[config.mk]
export PLATFORM = sky130hd
export DESIGN_NAME = regfile_write_arbiter_flat
export DESIGN_NICKNAME = d
export VERILOG_FILES = /design/src/rtl/regfile_write_arbiter_if.sv /design/src/rtl/regfile_write_arbiter.sv /design/src/flat_wrapper.sv
export SDC_FILE = /design/constraint.sdc
export NUM_CORES = 1
export LEC_CHECK = 0
export CAP_MARGIN = 10
export CORE_MARGIN = 2
export CORE_UTILIZATION = 37
export CTS_BUF_LIST = sky130_fd_sc_hd__clkbuf_8
export CTS_CLUSTER_SIZE = 28
export DETAILED_ROUTE_END_ITERATION = 8
export GPL_TIMING_DRIVEN = 1
export PLACE_DENSITY_LB_ADDON = 0.08
export SYNTH_ARGS = -nofsm -noshare
export SYNTH_HDL_FRONTEND = slang
export SYNTH_SLANG_ARGS = --single-unit
export TNS_END_PERCENT = 20
[constraint.sdc]
create_clock -name Clk -period 3.1 [get_ports Clk]
set_input_delay 0.62 -clock Clk [delete_from_list [all_inputs] [get_ports Clk]]
set_output_delay 0.62 -clock Clk [all_outputs]
set_load 0.01 [all_outputs]
[src/rtl/regfile_write_arbiter_if.sv]
// Register-file write-port bundle: three requesters in, one arbitrated write out.
`timescale 1ns/1ps
interface regfile_write_arbiter_if #(
    parameter int ADDR_W = 5,
    parameter int DATA_W = 32
);
    logic [2:0]        Req;
    logic [ADDR_W-1:0] ReqAddr0;
    logic [ADDR_W-1:0] ReqAddr1;
    logic [ADDR_W-1:0] ReqAddr2;
    logic [DATA_W-1:0] ReqData0;
    logic [DATA_W-1:0] ReqData1;
    logic [DATA_W-1:0] ReqData2;
    logic [2:0]        Gnt;
    logic              RegWrite;
    logic [ADDR_W-1:0] WAddr;
    logic [DATA_W-1:0] WData;
    logic              Dropped;
    logic [7:0]        DropCount;

    modport master (
        output Req, ReqAddr0, ReqAddr1, ReqAddr2, ReqData0, ReqData1, ReqData2,
        input  Gnt, RegWrite, WAddr, WData, Dropped, DropCount
    );

    modport slave (
        input  Req, ReqAddr0, ReqAddr1, ReqAddr2, ReqData0, ReqData1, ReqData2,
        output Gnt, RegWrite, WAddr, WData, Dropped, DropCount
    );
endinterface

[src/rtl/regfile_write_arbiter.sv]
// Round-robin arbiter merging three writeback sources onto one register-file write port.
// Optional macro REGWR_PROTECT_KERNEL_EN also discards writes to registers 26 and 27.
`timescale 1ns/1ps
module regfile_write_arbiter #(
    parameter int ADDR_W = 5,
    parameter int DATA_W = 32
) (
    input  logic                    Clk,
    input  logic                    Rst_n,
    regfile_write_arbiter_if.slave  bus
);

    logic [1:0]        ptr_q,       ptr_d;
    logic              regwrite_q,  regwrite_d;
    logic [ADDR_W-1:0] waddr_q,     waddr_d;
    logic [DATA_W-1:0] wdata_q,     wdata_d;
    logic              dropped_q,   dropped_d;
    logic [7:0]        dropcount_q, dropcount_d;

    logic [2:0]        gnt_s;
    logic              xfer_s;
    logic              drop_s;
    logic [ADDR_W-1:0] sel_addr_s;
    logic [DATA_W-1:0] sel_data_s;

    // Scan from ptr upward (mod 3); an illegal ptr scans as if it were 0.
    function automatic logic [2:0] rr_pick(input logic [2:0] req, input logic [1:0] ptr);
        logic [2:0] g;
        g = 3'b000;
        case (ptr)
            2'd1: begin
                if (req[1])      g = 3'b010;
                else if (req[2]) g = 3'b100;
                else if (req[0]) g = 3'b001;
                else             g = 3'b000;
            end
            2'd2: begin
                if (req[2])      g = 3'b100;
                else if (req[0]) g = 3'b001;
                else if (req[1]) g = 3'b010;
                else             g = 3'b000;
            end
            default: begin
                if (req[0])      g = 3'b001;
                else if (req[1]) g = 3'b010;
                else if (req[2]) g = 3'b100;
                else             g = 3'b000;
            end
        endcase
        return g;
    endfunction

    function automatic logic is_discarded(input logic [ADDR_W-1:0] addr);
        logic d;
        d = (addr == {ADDR_W{1'b0}});
`ifdef REGWR_PROTECT_KERNEL_EN
        if ((addr == ADDR_W'(5'd26)) || (addr == ADDR_W'(5'd27))) begin
            d = 1'b1;
        end else begin
            d = d;
        end
`endif
        return d;
    endfunction

    // Grant, transfer selection and next-state computation.
    always_comb begin
        gnt_s       = 3'b000;
        sel_addr_s  = {ADDR_W{1'b0}};
        sel_data_s  = {DATA_W{1'b0}};
        ptr_d       = ptr_q;
        if (!Rst_n) begin
            gnt_s = 3'b000;
        end else begin
            gnt_s = rr_pick(bus.Req, ptr_q);
        end
        case (gnt_s)
            3'b001: begin
                sel_addr_s = bus.ReqAddr0;
                sel_data_s = bus.ReqData0;
                ptr_d      = 2'd1;
            end
            3'b010: begin
                sel_addr_s = bus.ReqAddr1;
                sel_data_s = bus.ReqData1;
                ptr_d      = 2'd2;
            end
            3'b100: begin
                sel_addr_s = bus.ReqAddr2;
                sel_data_s = bus.ReqData2;
                ptr_d      = 2'd0;
            end
            default: begin
                sel_addr_s = {ADDR_W{1'b0}};
                sel_data_s = {DATA_W{1'b0}};
                ptr_d      = ptr_q;
            end
        endcase
        xfer_s     = |gnt_s;
        drop_s     = xfer_s && is_discarded(sel_addr_s);
        regwrite_d = xfer_s && !drop_s;
        dropped_d  = drop_s;
        if (regwrite_d) begin
            waddr_d = sel_addr_s;
            wdata_d = sel_data_s;
        end else begin
            waddr_d = waddr_q;
            wdata_d = wdata_q;
        end
        if (drop_s && (dropcount_q != 8'hFF)) begin
            dropcount_d = dropcount_q + 8'd1;
        end else begin
            dropcount_d = dropcount_q;
        end
    end

    // State and output registers.
    always_ff @(posedge Clk or negedge Rst_n) begin
        if (!Rst_n) begin
            ptr_q       <= 2'd0;
            regwrite_q  <= 1'b0;
            waddr_q     <= {ADDR_W{1'b0}};
            wdata_q     <= {DATA_W{1'b0}};
            dropped_q   <= 1'b0;
            dropcount_q <= 8'd0;
        end else begin
            ptr_q       <= ptr_d;
            regwrite_q  <= regwrite_d;
            waddr_q     <= waddr_d;
            wdata_q     <= wdata_d;
            dropped_q   <= dropped_d;
            dropcount_q <= dropcount_d;
        end
    end

    assign bus.Gnt       = gnt_s;
    assign bus.RegWrite  = regwrite_q;
    assign bus.WAddr     = waddr_q;
    assign bus.WData     = wdata_q;
    assign bus.Dropped   = dropped_q;
    assign bus.DropCount = dropcount_q;

endmodule

[src/flat_wrapper.sv]
// flat-port wrapper written by rule: the top's interface ports become plain ports
module regfile_write_arbiter_flat 
#(
    parameter int ADDR_W = 5,
    parameter int DATA_W = 32
)
  (Clk, Rst_n, bus_Req, bus_ReqAddr0, bus_ReqAddr1, bus_ReqAddr2, bus_ReqData0, bus_ReqData1, bus_ReqData2, bus_Gnt, bus_RegWrite, bus_WAddr, bus_WData, bus_Dropped, bus_DropCount);
  regfile_write_arbiter_if #(.ADDR_W(ADDR_W), .DATA_W(DATA_W)) bus_i ();
  input  logic Clk;
  input  logic Rst_n;
  input wire logic [$bits(bus_i.Req)-1:0] bus_Req;
  input wire logic [$bits(bus_i.ReqAddr0)-1:0] bus_ReqAddr0;
  input wire logic [$bits(bus_i.ReqAddr1)-1:0] bus_ReqAddr1;
  input wire logic [$bits(bus_i.ReqAddr2)-1:0] bus_ReqAddr2;
  input wire logic [$bits(bus_i.ReqData0)-1:0] bus_ReqData0;
  input wire logic [$bits(bus_i.ReqData1)-1:0] bus_ReqData1;
  input wire logic [$bits(bus_i.ReqData2)-1:0] bus_ReqData2;
  output wire logic [$bits(bus_i.Gnt)-1:0] bus_Gnt;
  output wire logic [$bits(bus_i.RegWrite)-1:0] bus_RegWrite;
  output wire logic [$bits(bus_i.WAddr)-1:0] bus_WAddr;
  output wire logic [$bits(bus_i.WData)-1:0] bus_WData;
  output wire logic [$bits(bus_i.Dropped)-1:0] bus_Dropped;
  output wire logic [$bits(bus_i.DropCount)-1:0] bus_DropCount;
  assign bus_i.Req = bus_Req;
  assign bus_i.ReqAddr0 = bus_ReqAddr0;
  assign bus_i.ReqAddr1 = bus_ReqAddr1;
  assign bus_i.ReqAddr2 = bus_ReqAddr2;
  assign bus_i.ReqData0 = bus_ReqData0;
  assign bus_i.ReqData1 = bus_ReqData1;
  assign bus_i.ReqData2 = bus_ReqData2;
  assign bus_Gnt = bus_i.Gnt;
  assign bus_RegWrite = bus_i.RegWrite;
  assign bus_WAddr = bus_i.WAddr;
  assign bus_WData = bus_i.WData;
  assign bus_Dropped = bus_i.Dropped;
  assign bus_DropCount = bus_i.DropCount;
  regfile_write_arbiter #(.ADDR_W(ADDR_W), .DATA_W(DATA_W)) u_core (.Clk(Clk), .Rst_n(Rst_n), .bus(bus_i));
endmodule
After elaboration in Yosys (flattened, before gate mapping)
Cells that the tools add are included.

Add/subtract/negate cells: 1. Equality and inequality tests: 6. Multiplexer cells: 14. Reduce and logical (&&, ||, !) cells: 7.

Operator list (number): one-hot mux 32 bit (3 select lines) (1); two-way mux 3 bit (8); one-hot mux 5 bit (3 select lines) (1); adder 8 x 1 -> 8 bit (second input constant) (1); != test 8 bit (second input constant) (1); one-hot mux 2 bit (3 select lines) (1); one-hot mux 3 bit (2 select lines) (1); zero test 5 bit (1); equality test 3 x 1 -> 1 bit (second input constant) (1); equality test 3 x 2 -> 1 bit (second input constant) (1); equality test 3 bit (second input constant) (1); logical AND 1 bit (3); nonzero test 3 bit (1); OR reduction 3 bit (1); equality test 2 x 1 -> 1 bit (second input constant) (1); equality test 2 bit (second input constant) (1); two-way mux 2 bit (1); zero test 1 bit (1); two-way mux 1 bit (1).

Bits in registers: 49. Input port bits: 116. Output and inout port bits: 50. Logic and storage cells: 34.

Logic depth before layout (Yosys ltp)
Word-level depth: 11. Gate-level depth with buffers: 12.

Least setup slack after synthesis
OpenSTA, ideal clock, no wires.

Kind: input -> register. From: in bus_Req[2]. To: reg u_core.dropcount_q[1] (netlist: u_core.bus.DropCount[1]). Arrival: 2.514 ns. Data required time: 2.972 ns. Path slack: 0.458 ns. Stages: 7. Path buffers: 0. Cells stage by stage: or3b_1 a31oi_4 or2_2 a21oi_1 a2111o_1 nor3_1 mux2_1.

Elaborated cells between the ends (all ways): 16. Classes of those cells: eq/ne: 3; mux: 9; reduce/logical: 4.

RTL lines: start, declared (RTL line flat_wrapper.sv:11) `input wire logic [$bits(bus_i.Req)-1:0] bus_Req;`; two-way mux 3 bit * (RTL line regfile_write_arbiter.sv:38) `if (req[2]) g = 3'b100;`; one-hot mux 3 bit (2 select lines) * (RTL line regfile_write_arbiter.sv:30) `case (ptr)`; two-way mux 3 bit * (RTL line regfile_write_arbiter.sv:72) `if (!Rst_n) begin`; net bus_Gnt[1] (RTL line flat_wrapper.sv:18) `output wire logic [$bits(bus_i.Gnt)-1:0] bus_Gnt;`; equality test 3 bit (tied with other cells) (RTL line regfile_write_arbiter.sv:77) `case (gnt_s)`; one-hot mux 5 bit (3 select lines) (RTL line regfile_write_arbiter.sv:77); zero test 5 bit (RTL line regfile_write_arbiter.sv:55) `d = (addr == {ADDR_W{1'b0}});`; logical AND 1 bit * (RTL line regfile_write_arbiter.sv:100) `drop_s = xfer_s && is_discarded(sel_addr_s);`; logical AND 1 bit * (RTL line regfile_write_arbiter.sv:110) `if (drop_s && (dropcount_q != 8'hFF)) begin`; end signal, assigned (RTL line regfile_write_arbiter.sv:132) `dropcount_q <= dropcount_d;`; end, declared (RTL line regfile_write_arbiter.sv:18) `logic [7:0] dropcount_q, dropcount_d;`.

Mark *: on every way through the listed nets, which the timed path passes. The rest lies on a longest branch. A chain may end at the register's enable or synchronous reset.

Worst setup path after layout
From: in bus_Req[0]. To: reg u_core.dropcount_q[3] (netlist: u_core.bus.DropCount[3]).

Longest elaborated chain between the ends: 10. Elaborated cells between the ends (all ways): 16. Classes of those cells: eq/ne: 3; mux: 9; reduce/logical: 4.

Ends and longest elaborated chain: two-way mux 1 bit (RTL line regfile_write_arbiter.sv:34) `else if (req[0]) g = 3'b001;`; two-way mux 3 bit (RTL line regfile_write_arbiter.sv:33) `else if (req[2]) g = 3'b100;`; two-way mux 3 bit (RTL line regfile_write_arbiter.sv:32) `if (req[1]) g = 3'b010;`; one-hot mux 3 bit (2 select lines) * (RTL line regfile_write_arbiter.sv:30); two-way mux 3 bit * (RTL line regfile_write_arbiter.sv:72); equality test 3 bit (tied with other cells) (RTL line regfile_write_arbiter.sv:77); one-hot mux 5 bit (3 select lines) (RTL line regfile_write_arbiter.sv:77); zero test 5 bit (RTL line regfile_write_arbiter.sv:55); logical AND 1 bit * (RTL line regfile_write_arbiter.sv:100); logical AND 1 bit * (RTL line regfile_write_arbiter.sv:110).

Every way passes the cells marked *; elsewhere a longest branch is shown, timed or not.

==> impl_metrics.tcl <==
set metrics [dict create \
    outcome "finished clean" \
    fin_nets 540 \
    syn_area_mm2 0.002527 \
    tightest_slew_ns 0.5787 \
    finalWirelength_um 8637 \
    portBuffers 165 \
    timing.hold.ws_ns 0.3870 \
    synth-edff-count 0 \
    ys_async_sr_fraction 1.000 \
    die_h_um 86.65 \
    crit_required_ns 3.32 \
    critPathLaunch "bus_Req[0]" \
    core_mm2 0.006719 \
    critPathKind "input port to flip-flop" \
    synth_warnings 0 \
    io_pins 166 \
    cts_resized 0 \
    htree_levels 2 \
    hold_viol 0 \
    drt-initial-drc-count 211 \
    clock_latency_ns 0.29 \
    n_fill_cell 584 \
    rows 30 \
    finalClockSkew_ns 0.003866 \
    design_area_mm2 0.004425 \
    fin_crit_sh 0.9239 \
    grt_setup_unrepaired "no" \
    synth_top_flop_cell "dfrtp_1" \
    place_ws_ns -0.1714 \
    cts_tree "done" \
    hold_buffers 0 \
    finalMaxSlewViolations 0 \
    start_util 0.3762 \
    use_met3 0.06000 \
    diodes 0 \
    layout_min_cycle_time_ns 2.864 \
    worst_setup_path_start_kind "input port" \
    track_usage 0.2212 \
    endpoint_kind "flip-flop" \
    path_clk_slew_ns 0.09 \
    hold_path_class "input port to async pin" \
    place.gp.congestion 0.8561 \
    fin_util 0.6587 \
    layout_setup_ws_ns 0.2358 \
    p_leak_nw 1.768 \
    cts_sinks 49 \
    r2r-start "u_core.ptr_q[0]" \
    dpl.hpwl_um 6482 \
    post_cts_buffers 0 \
    grt_util_met1 0.2807 \
    synth_nets 370 \
    p_seq_frac 0.286 \
    vdd_drop_max_mv 0.3825 \
    yosysUniqueCellTypes 38 \
    cts_buffer_depth 2 \
    fmax_mhz 349.1 \
    clockRootBuffer "clkbuf_8" \
    power_mw 4.024 \
    route.vias.total 2866 \
    intPower_mw 2.358 \
    drive_gt1_frac 0.09242 \
    grt-busiest-layer "met2" \
    avgSynthCellArea_um2 10.07 \
    cts_buffers 5 \
    p_switching_mw 1.666 \
    setup_viol 0 \
    grt.overflow.total 0 \
    viasPerCell 5.709 \
    syn_inst 251 \
    ant_nets 0 \
    drv_cap 0 \
    critPathMaxFanout 15 \
    antenna_found_initial 0 \
    slew_headroom 0.6142 \
    power_density_mw_per_mm2 909.2 \
    swShare 0.4141 \
    place_area_mm2 0.004332 \
    die_w_um 86.65 \
    use_met2 0.3734 \
    area_delta_synth_final_pct 75.10 \
    ys_seq_area_frac 0.4851 \
    pwr-share-comb 0.621 \
    arrival_ns 3.09 \
    grt_pass1_wl_um 13170 \
    dr.pass1.iters 5 \
    first_global_vias 2697 \
    route.detailed.drc 0 \
    synth-seq-cells 49 \
    grt_max_degree 37 \
    p_clk_frac 0.093 \
    dieArea_mm2 0.007508 \
    post_drt_wl_per_cell_um 17.21 \
]
## critical path, cell delays in order
cell             delay, ns
clkdlybuf4s50_1       0.44
or3b_1                0.40
a31oi_4               0.20
or2_2                 0.17
a21oi_1               0.05
a2111o_1              0.44
buf_4                 0.23
nor4_1                0.35
xor2_1                0.18
## flip-flops by register name, summed over array words and instances, names as in the netlist
name and cells:
u_core.bus.RegWrite 1, u_core.bus.DropCount 8, u_core.ptr_q 2, u_core.bus.Dropped 1, u_core.bus.WAddr 5, u_core.bus.WData 32
## area by class of cell
cell class | count | area [um2] | share of cell area
clock buffers | 5 | 68.82 | 0.01555
inverters | 7 | 28.78 | 0.006503
well taps | 80 | 100.1 | 0.02262
multi-input cells | 174 | 1190 | 0.2689
flip-flops and latches | 49 | 1226 | 0.2771
repair buffers | 184 | 1789 | 0.4043
clock inverters | 3 | 22.52 | 0.005089
## synth_stat cells, types with 3 or more instances
library cell / n / area (um2)
dfrtp_1: 49 / 1226
o21ai_0: 4 / 20.02
ha_1: 3 / 37.54
buf_2: 3 / 15.01
nand3_1: 5 / 25.02
a22oi_1: 5 / 37.54
a222oi_1: 32 / 320.3
inv_1: 6 / 22.52
nor4_1: 6 / 37.54
nor3_1: 37 / 185.2
a221o_1: 4 / 40.04
a21oi_1: 33 / 165.2
xor2_1: 6 / 52.55
nor2_1: 10 / 37.54
clkbuf_1: 15 / 56.30
nand2_1: 4 / 15.01
nand2b_1: 3 / 18.77
## cells by family (layout without fill, tap and decap cells)
kind of cell | count (synthesis) | count (layout) | share of synthesized area
AO/OA/AOI/OAI | 88 | 88 | 0.2693
buffers and inverters | 28 | 199 | 0.04900
XOR/XNOR | 6 | 6 | 0.02079
adder cells (fa/ha/maj) | 3 | 3 | 0.01485
multiplexers | 2 | 2 | 0.008910
flip-flops | 49 | 49 | 0.4852
AND/OR/NAND/NOR | 75 | 75 | 0.1520
## power by group through the flow
stage	Combinational (mW)	Clock [mW]	Sequential, mW
after global routing	2.74	0.420	1.19
after detailed placement	2.51	0	1.16
after CTS	2.52	0.388	1.15
after floorplan	1.22	0	1.27
final	2.50	0.375	1.15
after global placement	2.44	0	1.15
## per-stage QoR
stage	setup TNS (ns)	cells
3_5_place_dp	-5.041	494
5_1_grt	0	502
6_report	0	502
4_1_cts	0	502
2_1_floorplan	0	251
3_3_place_gp	-0.8486	494
## path summary, 6_finish.rpt
check,to,slack [ns],depth (start not counted)
min,u_core.bus.WAddr[3],0.39,2
min reg2reg,u_core.bus.WAddr[0],0.49,1
max in group asynchronous,u_core.bus.WData[26],2.46,2
max reg2reg,u_core.bus.DropCount[3],0.24,10
max,u_core.bus.DropCount[3],0.24,9
min in group Clk,u_core.bus.WAddr[0],0.49,1
## cell usage in the layout (no fill, tap or decap), drive strengths merged, types with 2 or more instances in the layout
| cell | netlist | layout |
|---|---|---|
| clkdlybuf4s50 | 0 | 164 |
| dfrtp | 49 | 49 |
| nor3 | 37 | 37 |
| a21oi | 33 | 33 |
| a222oi | 32 | 32 |
| buf | 6 | 20 |
| nor2 | 11 | 11 |
| inv | 7 | 7 |
| nor4 | 6 | 6 |
| xor2 | 6 | 6 |
| a22oi | 5 | 5 |
| nand3 | 5 | 5 |
| clkbuf | 15 | 5 |
| o21ai | 5 | 5 |
| nand2 | 4 | 4 |
| a221o | 4 | 4 |
| nand2b | 3 | 3 |
| ha | 3 | 3 |
| clkinvlp | 0 | 3 |
| or2 | 3 | 3 |
| o21a | 2 | 2 |
| and3 | 2 | 2 |
| nor2b | 2 | 2 |
| mux2 | 2 | 2 |
## metal layers
| layer | part of all wire | vias to the layer above |
|---|---|---|
| met2 | 0.49 | 122 |
| met5 | 0 | - |
| li1 | - | 1340 |
| met3 | 0.083 | 14 |
| met1 | 0.41 | 1390 |
| met4 | 0.017 | 0 |
No activity file was read; power rests on OpenSTA's default activity.
